--- src/rtl/decode_execute_interlock.sv ---
// Decode->execute pipeline register with a load-use interlock.
// Beat layout on both streams: [31:0] raw RV32 instruction, [63:32] rs1 value,
// [95:64] rs2 value. Only the instruction word is inspected here; operand
// values ride along untouched for the forwarding unit and execute stage.
module decode_execute_interlock #(
    parameter int STALL_CYCLES = 1,
    parameter int CNT_W        = 32
) (
    input  logic             clk,
    input  logic             rst_n,
    input  logic             flush,
    input  logic             axis_decode_out_tvalid,
    output logic             axis_decode_out_tready,
    input  logic [95:0]      axis_decode_out_tdata,
    output logic             axis_decode_to_execute_tvalid,
    input  logic             axis_decode_to_execute_tready,
    output logic [95:0]      axis_decode_to_execute_tdata,
    output logic             stall,
    output logic [CNT_W-1:0] bubble_count
);

    localparam logic [6:0] OP_ARITHMETIC           = 7'b0110011;
    localparam logic [6:0] OP_ARITHMETIC_IMMEDIATE = 7'b0010011;
    localparam logic [6:0] OP_LOAD                 = 7'b0000011;
    localparam logic [6:0] OP_STORE                = 7'b0100011;
    localparam logic [6:0] OP_BRANCH               = 7'b1100011;
    localparam logic [6:0] OP_JALR                 = 7'b1100111;

    // With STALL_CYCLES<=1 the bubble is covered entirely by the load still
    // sitting in the output slot, so no extra countdown is needed.
    localparam int         RELOAD_I     = (STALL_CYCLES > 0) ? STALL_CYCLES - 1 : 0;
    localparam logic [1:0] LD_RELOAD    = RELOAD_I[1:0];
    localparam logic       INTERLOCK_EN = (STALL_CYCLES > 0);

    typedef enum logic {RUN = 1'b0, INTERLOCK = 1'b1} state_t;

    state_t     state;
    logic [4:0] ld_rd_q;
    logic [1:0] ld_cnt_q;

    // Incoming instruction fields
    logic [6:0] in_opcode;
    logic [4:0] in_rs1;
    logic [4:0] in_rs2;
    logic       uses_rs1;
    logic       uses_rs2;

    // Held instruction fields
    logic [6:0] out_opcode;
    logic [4:0] out_rd;
    logic       out_is_load;

    logic       adv;
    logic       in_fire;
    logic       haz_a;
    logic       haz_b;
    logic       hazard;
    logic [4:0] chk_reg [2];
    logic [1:0] dep_vec;
    logic       unused_bits;

    assign in_opcode   = axis_decode_out_tdata[6:0];
    assign in_rs1      = axis_decode_out_tdata[19:15];
    assign in_rs2      = axis_decode_out_tdata[24:20];
    assign out_opcode  = axis_decode_to_execute_tdata[6:0];
    assign out_rd      = axis_decode_to_execute_tdata[11:7];
    assign out_is_load = (out_opcode == OP_LOAD);

    // Immediates, funct fields and operand values are carried, not decoded.
    assign unused_bits = ^{axis_decode_out_tdata[95:25], axis_decode_out_tdata[14:7]};

    assign uses_rs1 = (in_opcode == OP_ARITHMETIC) || (in_opcode == OP_ARITHMETIC_IMMEDIATE) ||
                      (in_opcode == OP_LOAD)       || (in_opcode == OP_STORE) ||
                      (in_opcode == OP_BRANCH)     || (in_opcode == OP_JALR);
    assign uses_rs2 = (in_opcode == OP_ARITHMETIC) || (in_opcode == OP_STORE) ||
                      (in_opcode == OP_BRANCH);

    // Producer registers to test the incoming beat against:
    // slot 0 = load currently in the output register, slot 1 = recently issued load.
    assign chk_reg[0] = out_rd;
    assign chk_reg[1] = ld_rd_q;

    generate
        for (genvar gi = 0; gi < 2; gi++) begin : g_dep
            assign dep_vec[gi] = axis_decode_out_tvalid && (chk_reg[gi] != 5'd0) &&
                                 ((uses_rs1 && (in_rs1 == chk_reg[gi])) ||
                                  (uses_rs2 && (in_rs2 == chk_reg[gi])));
        end
    endgenerate

    assign haz_a  = axis_decode_to_execute_tvalid && out_is_load && INTERLOCK_EN && dep_vec[0];
    assign haz_b  = (ld_cnt_q != 2'd0) && dep_vec[1];
    assign hazard = haz_a || haz_b;

    assign adv                    = !axis_decode_to_execute_tvalid || axis_decode_to_execute_tready;
    assign axis_decode_out_tready = adv && !hazard && !flush;
    assign stall                  = adv && hazard && !flush;
    assign in_fire                = axis_decode_out_tvalid && axis_decode_out_tready;

    // Output slot: load on advance, drop to a bubble when nothing is accepted, squash on flush
    always_ff @(posedge clk or negedge rst_n) begin
        if (!rst_n) begin
            axis_decode_to_execute_tvalid <= 1'b0;
            axis_decode_to_execute_tdata  <= '0;
        end else if (flush) begin
            axis_decode_to_execute_tvalid <= 1'b0;
        end else if (adv) begin
            if (in_fire) begin
                axis_decode_to_execute_tvalid <= 1'b1;
                axis_decode_to_execute_tdata  <= axis_decode_out_tdata;
            end else begin
                axis_decode_to_execute_tvalid <= 1'b0;
            end
        end
    end

    // Track a load that has just left for execute; countdown covers the extra stall cycles
    always_ff @(posedge clk or negedge rst_n) begin
        if (!rst_n) begin
            ld_rd_q  <= 5'd0;
            ld_cnt_q <= 2'd0;
        end else if (flush) begin
            ld_cnt_q <= 2'd0;
        end else if (adv) begin
            if (axis_decode_to_execute_tvalid && out_is_load && (out_rd != 5'd0) &&
                axis_decode_to_execute_tready) begin
                ld_rd_q  <= out_rd;
                ld_cnt_q <= LD_RELOAD;
            end else if (ld_cnt_q != 2'd0) begin
                ld_cnt_q <= ld_cnt_q - 2'd1;
            end
        end
    end

    // Saturating count of bubbles inserted by the interlock
    always_ff @(posedge clk or negedge rst_n) begin
        if (!rst_n) begin
            bubble_count <= '0;
        end else if (stall && (bubble_count != {CNT_W{1'b1}})) begin
            bubble_count <= bubble_count + CNT_W'(1);
        end
    end

    // Interlock state: entered when a bubble is inserted, left once the hazard clears or on flush
    always_ff @(posedge clk or negedge rst_n) begin
        if (!rst_n) begin
            state <= RUN;
        end else if (flush) begin
            state <= RUN;
        end else begin
            case (state)
                RUN:       if (stall)   state <= INTERLOCK;
                INTERLOCK: if (!hazard) state <= RUN;
                default:   state <= RUN;
            endcase
        end
    end

    // While interlocked the output slot always holds a bubble
    a_interlock_bubble: assert property (@(posedge clk) disable iff (!rst_n)
        (state == INTERLOCK) |-> !axis_decode_to_execute_tvalid);

endmodule

--- config.mk ---
export PLATFORM = sky130hd
export DESIGN_NAME = decode_execute_interlock
export DESIGN_NICKNAME = d
export VERILOG_FILES = /design/src/rtl/decode_execute_interlock.sv
export SDC_FILE = /design/constraint.sdc
export NUM_CORES = 1
export LEC_CHECK = 0
export BUFFER_PORTS_ARGS = -buffer_cell sky130_fd_sc_hd__buf_2
export CORE_UTILIZATION = 35
export CTS_CLUSTER_DIAMETER = 50
export DETAILED_ROUTE_END_ITERATION = 10
export GPL_TIMING_DRIVEN = 1
export PLACE_DENSITY = 0.62
export SYNTH_ARGS = -nofsm -noshare
export SYNTH_HDL_FRONTEND = slang
export SYNTH_SLANG_ARGS = --single-unit
export TNS_END_PERCENT = 5
--- constraint.sdc ---
create_clock -name clk -period 3.8 [get_ports clk]
set_input_delay 0.76 -clock clk [delete_from_list [all_inputs] [get_ports clk]]
set_output_delay 0.76 -clock clk [all_outputs]
set_load 0.005 [all_outputs]
==> flow_metrics.tcl, run 1 <==
set metrics [dict create \
    status "complete, no violations" \
    pwr-share-comb_pct 15.8 \
    nNetsFinal 765 \
    fin_util_pct 47.9 \
    synth_area_leaders "dfrtp_1 57%, mux2_2 11%, mux2_4 10%" \
    period_minus_slack_ns 3.10 \
    synthArstFlopShare_pct 100 \
    p_sw_mw 0.995 \
    end_kind "primary output" \
    synth-seq-cells 136 \
    gp_congestion 0.780 \
    rows 47 \
    htreeDepth 4 \
    grt_pass1_vias 4459 \
    setup_viol 0 \
    p_int_mw 3.14 \
    p_seq_share_pct 42.3 \
    antennaDiodeCount 0 \
    required_ns 3.04 \
    ff_latch_area_mm2 0.00340 \
    cp_max_fo 4 \
    holdBufCountCts 0 \
    fin_crit_sh_pct 81.5 \
    overflow 0 \
    cts_buffers 17 \
    holdWs_ns 0.489 \
    synthFlopType "dfrtp_1" \
    crit_type "primary input to primary output" \
    path_clk_slew_ns 0.06 \
    clkSinkCount 136 \
    initial_core_util_pct 36.0 \
    cellPowerDensity_mw_per_mm2 517 \
    cts_setup_buffers 0 \
    vias 4251 \
    syn_avg_cell_area_um2 14.2 \
    nFillCells 1555 \
    die_h_um 133 \
    via_per_inst 4.76 \
    clock_latency_ns 0.42 \
    grt_use_total_pct 16.3 \
    tightest_slew_ns 1.01 \
    synth-warning-count 0 \
    final_hold_viol_count 0 \
    synth_top_cell_area_share_pct 56.6 \
    drv_cap 0 \
    synth_edf_count 0 \
    area_growth_pct 33.0 \
    die_area_mm2 0.0177 \
    drt-total-wl_um 13800 \
    numPortBuffers 231 \
    fin_ws_ns 0.703 \
    multi_input_comb_area_mm2 0.00247 \
    swShare_pct 24.0 \
    syn_nets 526 \
    grt_max_degree 117 \
    netlist_instances 423 \
    ys_types 40 \
    relSlewSlack_pct 32.5 \
    syn_area_mm2 0.00601 \
    p_leak_nw 3.87 \
    worstPathArrival_ns 2.34 \
    tns_ns 0 \
    min_path_type "flop to flop" \
    drt-wirelength-per-cell_um 15.4 \
    cts_buffer_depth 2 \
    ctsRootBufferMaster "clkbuf_16" \
    postCtsResizedCells 0 \
    grt_pass1_wl_um 22700 \
    cts_tree "built" \
    place_hpwl_um 9800 \
    synth_top_cell_by_area "dfrtp_1" \
    finClkSkew_ns 0.00902 \
    yosys-top-cells-count "136 x dfrtp_1, 61 x mux2_2, 46 x xnor2_1" \
    place_ws_ns 0.675 \
    drv_slew 0 \
    drt_iter0_markers 180 \
    startpoint_type "primary input" \
    drtAntennaViolNets 0 \
    core_mm2 0.0167 \
    vdd_ir_drop_max_uv 329 \
    firstDrtPassIters 4 \
    io-pin-count 232 \
    grt_setup_unrepaired "no" \
    antenna_found_initial 0 \
    ys_seq_area_share_pct 56.6 \
    clockPowerShare_pct 41.8 \
    drive_gt1_share_pct 55.5 \
    drc 0 \
    synth.most_common_cell "dfrtp_1" \
    die_w_um 133 \
    fmax_ghz 0.323 \
]
[worst max-delay path, stage by stage]
cell	delay, ns
buf_2	0.11
nand3b_4	0.16
a2111o_1	0.44
nor4_2	0.27
o21ai_2	0.15
o32ai_4	0.28
buf_2	0.17
[per-layer routing]
metal	part of all wire, %	up-vias	GRT usage (%)
met5	0	-	0
met4	1.7	0	5.81
met3	7.1	20	5.67
met2	47	151	25.3
met1	44	2097	20.9
li1	-	1983	-
[metrics by stage]
stage,std cells,area [um^2],power [mW]
6_report,894,8000,4.14
5_1_grt,894,8000,4.34
4_1_cts,894,8000,4.20
3_5_place_dp,863,7380,2.44
3_3_place_gp,863,7380,2.42
2_1_floorplan,423,6010,2.11
[flip-flops by register name, indices dropped and copies added, names as in the netlist]
| signal | count |
|---|---|
| axis_decode_to_execute_tdata | 96 |
| ld_cnt_q | 2 |
| bubble_count | 32 |
| axis_decode_to_execute_tvalid | 1 |
| ld_rd_q | 5 |
[final cells by class]
type | instances | share of cell area (%)
Tap cell | 220 | 3.44
Sequential cell | 136 | 42.5
Multi-Input combinational cell | 265 | 30.9
Clock buffer | 20 | 5.58
Inverter | 7 | 0.328
Timing Repair Buffer | 235 | 15.1
Clock inverter | 11 | 2.17
[layout by cell type (no fill, tap or decap), types with 2 or more instances in the layout]
| master | instances |
|---|---|
| xor2_1 | 5 |
| clkbuf_16 | 17 |
| nor4_2 | 2 |
| mux2_4 | 40 |
| clkbuf_1 | 2 |
| a21oi_1 | 3 |
| nand3_1 | 21 |
| nor4_1 | 2 |
| inv_1 | 7 |
| ha_1 | 2 |
| bufinv_16 | 4 |
| clkinv_4 | 3 |
| buf_2 | 230 |
| buf_4 | 3 |
| o21ai_2 | 2 |
| nor2_1 | 14 |
| mux2_2 | 61 |
| xnor2_1 | 46 |
| dfrtp_1 | 136 |
| a31oi_1 | 2 |
| nand4_1 | 16 |
| nor3_1 | 6 |
| and3_1 | 12 |
| clkinvlp_4 | 3 |
| nand2_1 | 11 |
[cells by family (layout without fill, tap and decap cells)]
group | after synthesis | count (layout) | share of synthesized area [%]
multiplexers | 102 | 102 | 21.6
adder cells (fa/ha/maj) | 2 | 2 | 0.416
buffers and inverters | 22 | 273 | 2.48
flip-flops | 136 | 136 | 56.6
AO/OA/AOI/OAI | 15 | 15 | 2.54
XOR/XNOR | 51 | 51 | 7.43
AND/OR/NAND/NOR | 95 | 95 | 8.95
[power by group through the flow]
stage / combinational [mW] / sequential (mW) / clock, mW
floorplan: 0.329 / 1.78 / 0
global placement: 0.651 / 1.77 / 0
detailed placement: 0.666 / 1.77 / 0
CTS: 0.669 / 1.75 / 1.78
global route: 0.717 / 1.78 / 1.85
finish: 0.656 / 1.75 / 1.73
[worst paths after layout]
kind                                                   start                                      endpoint  slack [ns]  cells past startpoint
worst min register to register  bubble_count[28]$_DFFE_PN0P_                  bubble_count[28]$_DFFE_PN0P_        0.49                      1
max in group asynchronous                              rst_n                  bubble_count[23]$_DFFE_PN0P_        2.40                      2
worst max-delay path                axis_decode_out_tdata[3]                                         stall        0.70                      7
worst max register to register  bubble_count[10]$_DFFE_PN0P_                   bubble_count[1]$_DFFE_PN0P_        1.29                      7
min in group asynchronous                              rst_n  axis_decode_to_execute_tdata[29]$_DFFE_PN0P_        0.51                      1
worst min-delay path            bubble_count[28]$_DFFE_PN0P_                  bubble_count[28]$_DFFE_PN0P_        0.49                      1
No activity file was read; power rests on OpenSTA's default activity.
==> run 2, diff against run 1 <==
- ABC_AREA: unset -> 1
- PLACE_DENSITY: 0.62 -> 0.61
- clock period: 3.8 -> 2.9 ns (I/O delays scaled with it)
==> run 2 against run 1 <==
Against the previous run: worst hold slack got worse by 0.30 ns; clock skew rose by 0.0014 ns; cell area rose by 5.7%; via count rose by 39%; synthesized area rose by 7.0%; non-clock buffer count rose by 8.
==> flow_metrics.tcl, run 2 <==
set metrics [dict create \
    syn_nets 929 \
    clkSinkCount 136 \
    die_h_um 138 \
    drc 0 \
    htreeDepth 4 \
    worstPathArrival_ns 2.06 \
    firstDrtPassIters 5 \
    ys_types 29 \
    synth.most_common_cell "nand2_1" \
    syn_area_mm2 0.00643 \
    drt_iter0_markers 369 \
    die_area_mm2 0.0189 \
    crit_type "flop to primary output" \
    io-pin-count 232 \
    antenna_found_initial 1 \
    grt_max_degree 88 \
    synth-warning-count 0 \
    postCtsResizedCells 0 \
    ys_seq_area_share_pct 52.9 \
    synth_top_cell_by_area "dfrtp_1" \
    drv_cap 0 \
    end_kind "primary output" \
    grt_setup_unrepaired "no" \
    cts_tree "built" \
    synthFlopType "dfrtp_1" \
    clockPowerShare_pct 42.2 \
    required_ns 2.32 \
    synth_edf_count 0 \
    setup_viol 0 \
    period_minus_slack_ns 2.64 \
    cts_buffers 17 \
    area_growth_pct 31.4 \
    ctsRootBufferMaster "clkbuf_16" \
    drv_slew 0 \
    drt-total-wl_um 17400 \
    reg.largest.list "axis_decode_to_execute_tdata x96, bubble_count x32, ld_rd_q x5" \
    cts_setup_buffers 0 \
    cp_max_fo 11 \
    vias 5926 \
    place_hpwl_um 12600 \
    swShare_pct 27.0 \
    clock_latency_ns 0.42 \
    netlist_instances 826 \
    cts_buffer_depth 2 \
    tns_ns 0 \
    via_per_inst 4.58 \
    p_int_mw 3.81 \
    initial_core_util_pct 35.8 \
    tightest_slew_ns 0.959 \
    p_sw_mw 1.41 \
    status "complete, no violations" \
    layout_commonest_cell "nand2_1" \
    gp_congestion 0.812 \
    synth_top_cell_area_share_pct 52.9 \
    numPortBuffers 231 \
    rows 49 \
    cellPowerDensity_mw_per_mm2 617 \
    yosys-top-cells-count "318 x nand2_1, 136 x dfrtp_1, 106 x nand3_1" \
    relSlewSlack_pct 36.1 \
    pwr-share-comb_pct 14.6 \
    p_leak_nw 4.80 \
    synth_area_leaders "dfrtp_1 53%, nand2_1 19%, nand3_1 8.2%" \
    min_path_type "primary input to async pin" \
    vdd_ir_drop_max_uv 407 \
    overflow 0 \
    final_cell_mix "318 x nand2_1, 229 x buf_2, 136 x dfrtp_1, 106 x nand3_1, 74 x inv_1" \
    core_mm2 0.0180 \
    die_w_um 138 \
    path_clk_slew_ns 0.06 \
    multi_input_comb_area_mm2 0.00257 \
    grt_pass1_wl_um 27700 \
    drtAntennaViolNets 0 \
    antennaDiodeCount 0 \
    synthArstFlopShare_pct 100 \
    holdBufCountCts 0 \
    drive_gt1_share_pct 27.7 \
    nNetsFinal 1155 \
    fin_crit_sh_pct 91.1 \
    grt_pass1_vias 5430 \
    startpoint_type "flop" \
    largest_register_ffs 96 \
    max_flop_register "axis_decode_to_execute_tdata" \
    holdWs_ns 0.192 \
    synth-seq-cells 136 \
    nFillCells 1824 \
    finClkSkew_ns 0.0104 \
    ff_latch_area_mm2 0.00340 \
    final_hold_viol_count 0 \
    drt-wirelength-per-cell_um 13.5 \
    grt_use_total_pct 19.1 \
    fmax_ghz 0.379 \
    syn_avg_cell_area_um2 7.79 \
    p_seq_share_pct 43.2 \
]
-- run 2: path summary, 6_finish.rpt --
kind / slack [ns] / endpoint / start / cells after the start
max in group asynchronous: 1.95 / ld_rd_q[1]$_DFFE_PN0P_ / rst_n / 2
worst max register to register: 0.57 / bubble_count[23]$_DFFE_PN0P_ / bubble_count[0]$_DFFE_PN0P_ / 12
worst min register to register: 0.46 / axis_decode_to_execute_tdata[95]$_DFFE_PN0P_ / axis_decode_to_execute_tdata[95]$_DFFE_PN0P_ / 2
min in group clk: 0.39 / axis_decode_to_execute_tdata[45]$_DFFE_PN0P_ / axis_decode_out_tdata[45] / 3
worst max-delay path: 0.26 / axis_decode_out_tready / axis_decode_to_execute_tdata[9]$_DFFE_PN0P_ / 8
worst min-delay path: 0.19 / bubble_count[2]$_DFFE_PN0P_ / rst_n / 1
-- run 2: metrics by stage --
| stage | cells | power (mW) | setup WS [ns] | util (%) | instance area, um^2 |
|---|---|---|---|---|---|
| global placement | 1262 | 3.05 | 0.495 | 43.7 | 7850 |
| finish | 1294 | 5.21 | 0.259 | 47.1 | 8450 |
| detailed placement | 1262 | 3.06 | 0.467 | 43.7 | 7850 |
| global route | 1294 | 5.51 | 0.0375 | 47.1 | 8450 |
| floorplan | 826 | 2.62 | 0.835 | - | 6430 |
| CTS | 1294 | 5.30 | 0.241 | 47.1 | 8450 |
-- run 2: layout make-up --
type	count	share of cell area, %
multi-input cells	574	30.4
repair buffers	243	15.3
inverters	80	3.55
well taps	229	3.39
flip-flops and latches	136	40.3
clock buffers	17	5.03
clock inverters	15	2.10
-- run 2: logic make-up (layout without fill, tap and decap cells) --
group	after synthesis	after routing	synth area share (%)
DFF	136	136	52.9
xor gates and xnor gates	10	10	1.36
and+or+nand+nor	521	521	34.9
adders and majority gates	2	2	0.389
buffers and inverters	116	355	7.27
AOI/OAI and AO/OA	41	41	3.21
-- run 2: metal layers --
metal | track usage [%] | share of wire [%] | up-vias
li1 | - | - | 3045
met1 | 25.8 | 46 | 2682
met2 | 29.0 | 45 | 187
met3 | 6.11 | 7.7 | 10
met4 | 5.49 | 0.79 | 2
met5 | 0 | 0.075 | -
-- run 2: critical path: stages, from the launching register on --
cell,delay [ns]
dfrtp_1,0.46
inv_2,0.10
nand4_1,0.09
o21ai_0,0.23
nor2_1,0.08
nand2_1,0.08
nand2_2,0.17
nor2_4,0.24
buf_2,0.19
-- run 2: power by group through the flow --
stage | sequential [mW] | combinational (mW) | clock (mW)
2_1_floorplan | 2.29 | 0.331 | 0
3_3_place_gp | 2.28 | 0.770 | 0
3_5_place_dp | 2.28 | 0.780 | 0
4_1_cts | 2.25 | 0.780 | 2.27
5_1_grt | 2.28 | 0.885 | 2.35
6_report | 2.25 | 0.761 | 2.20
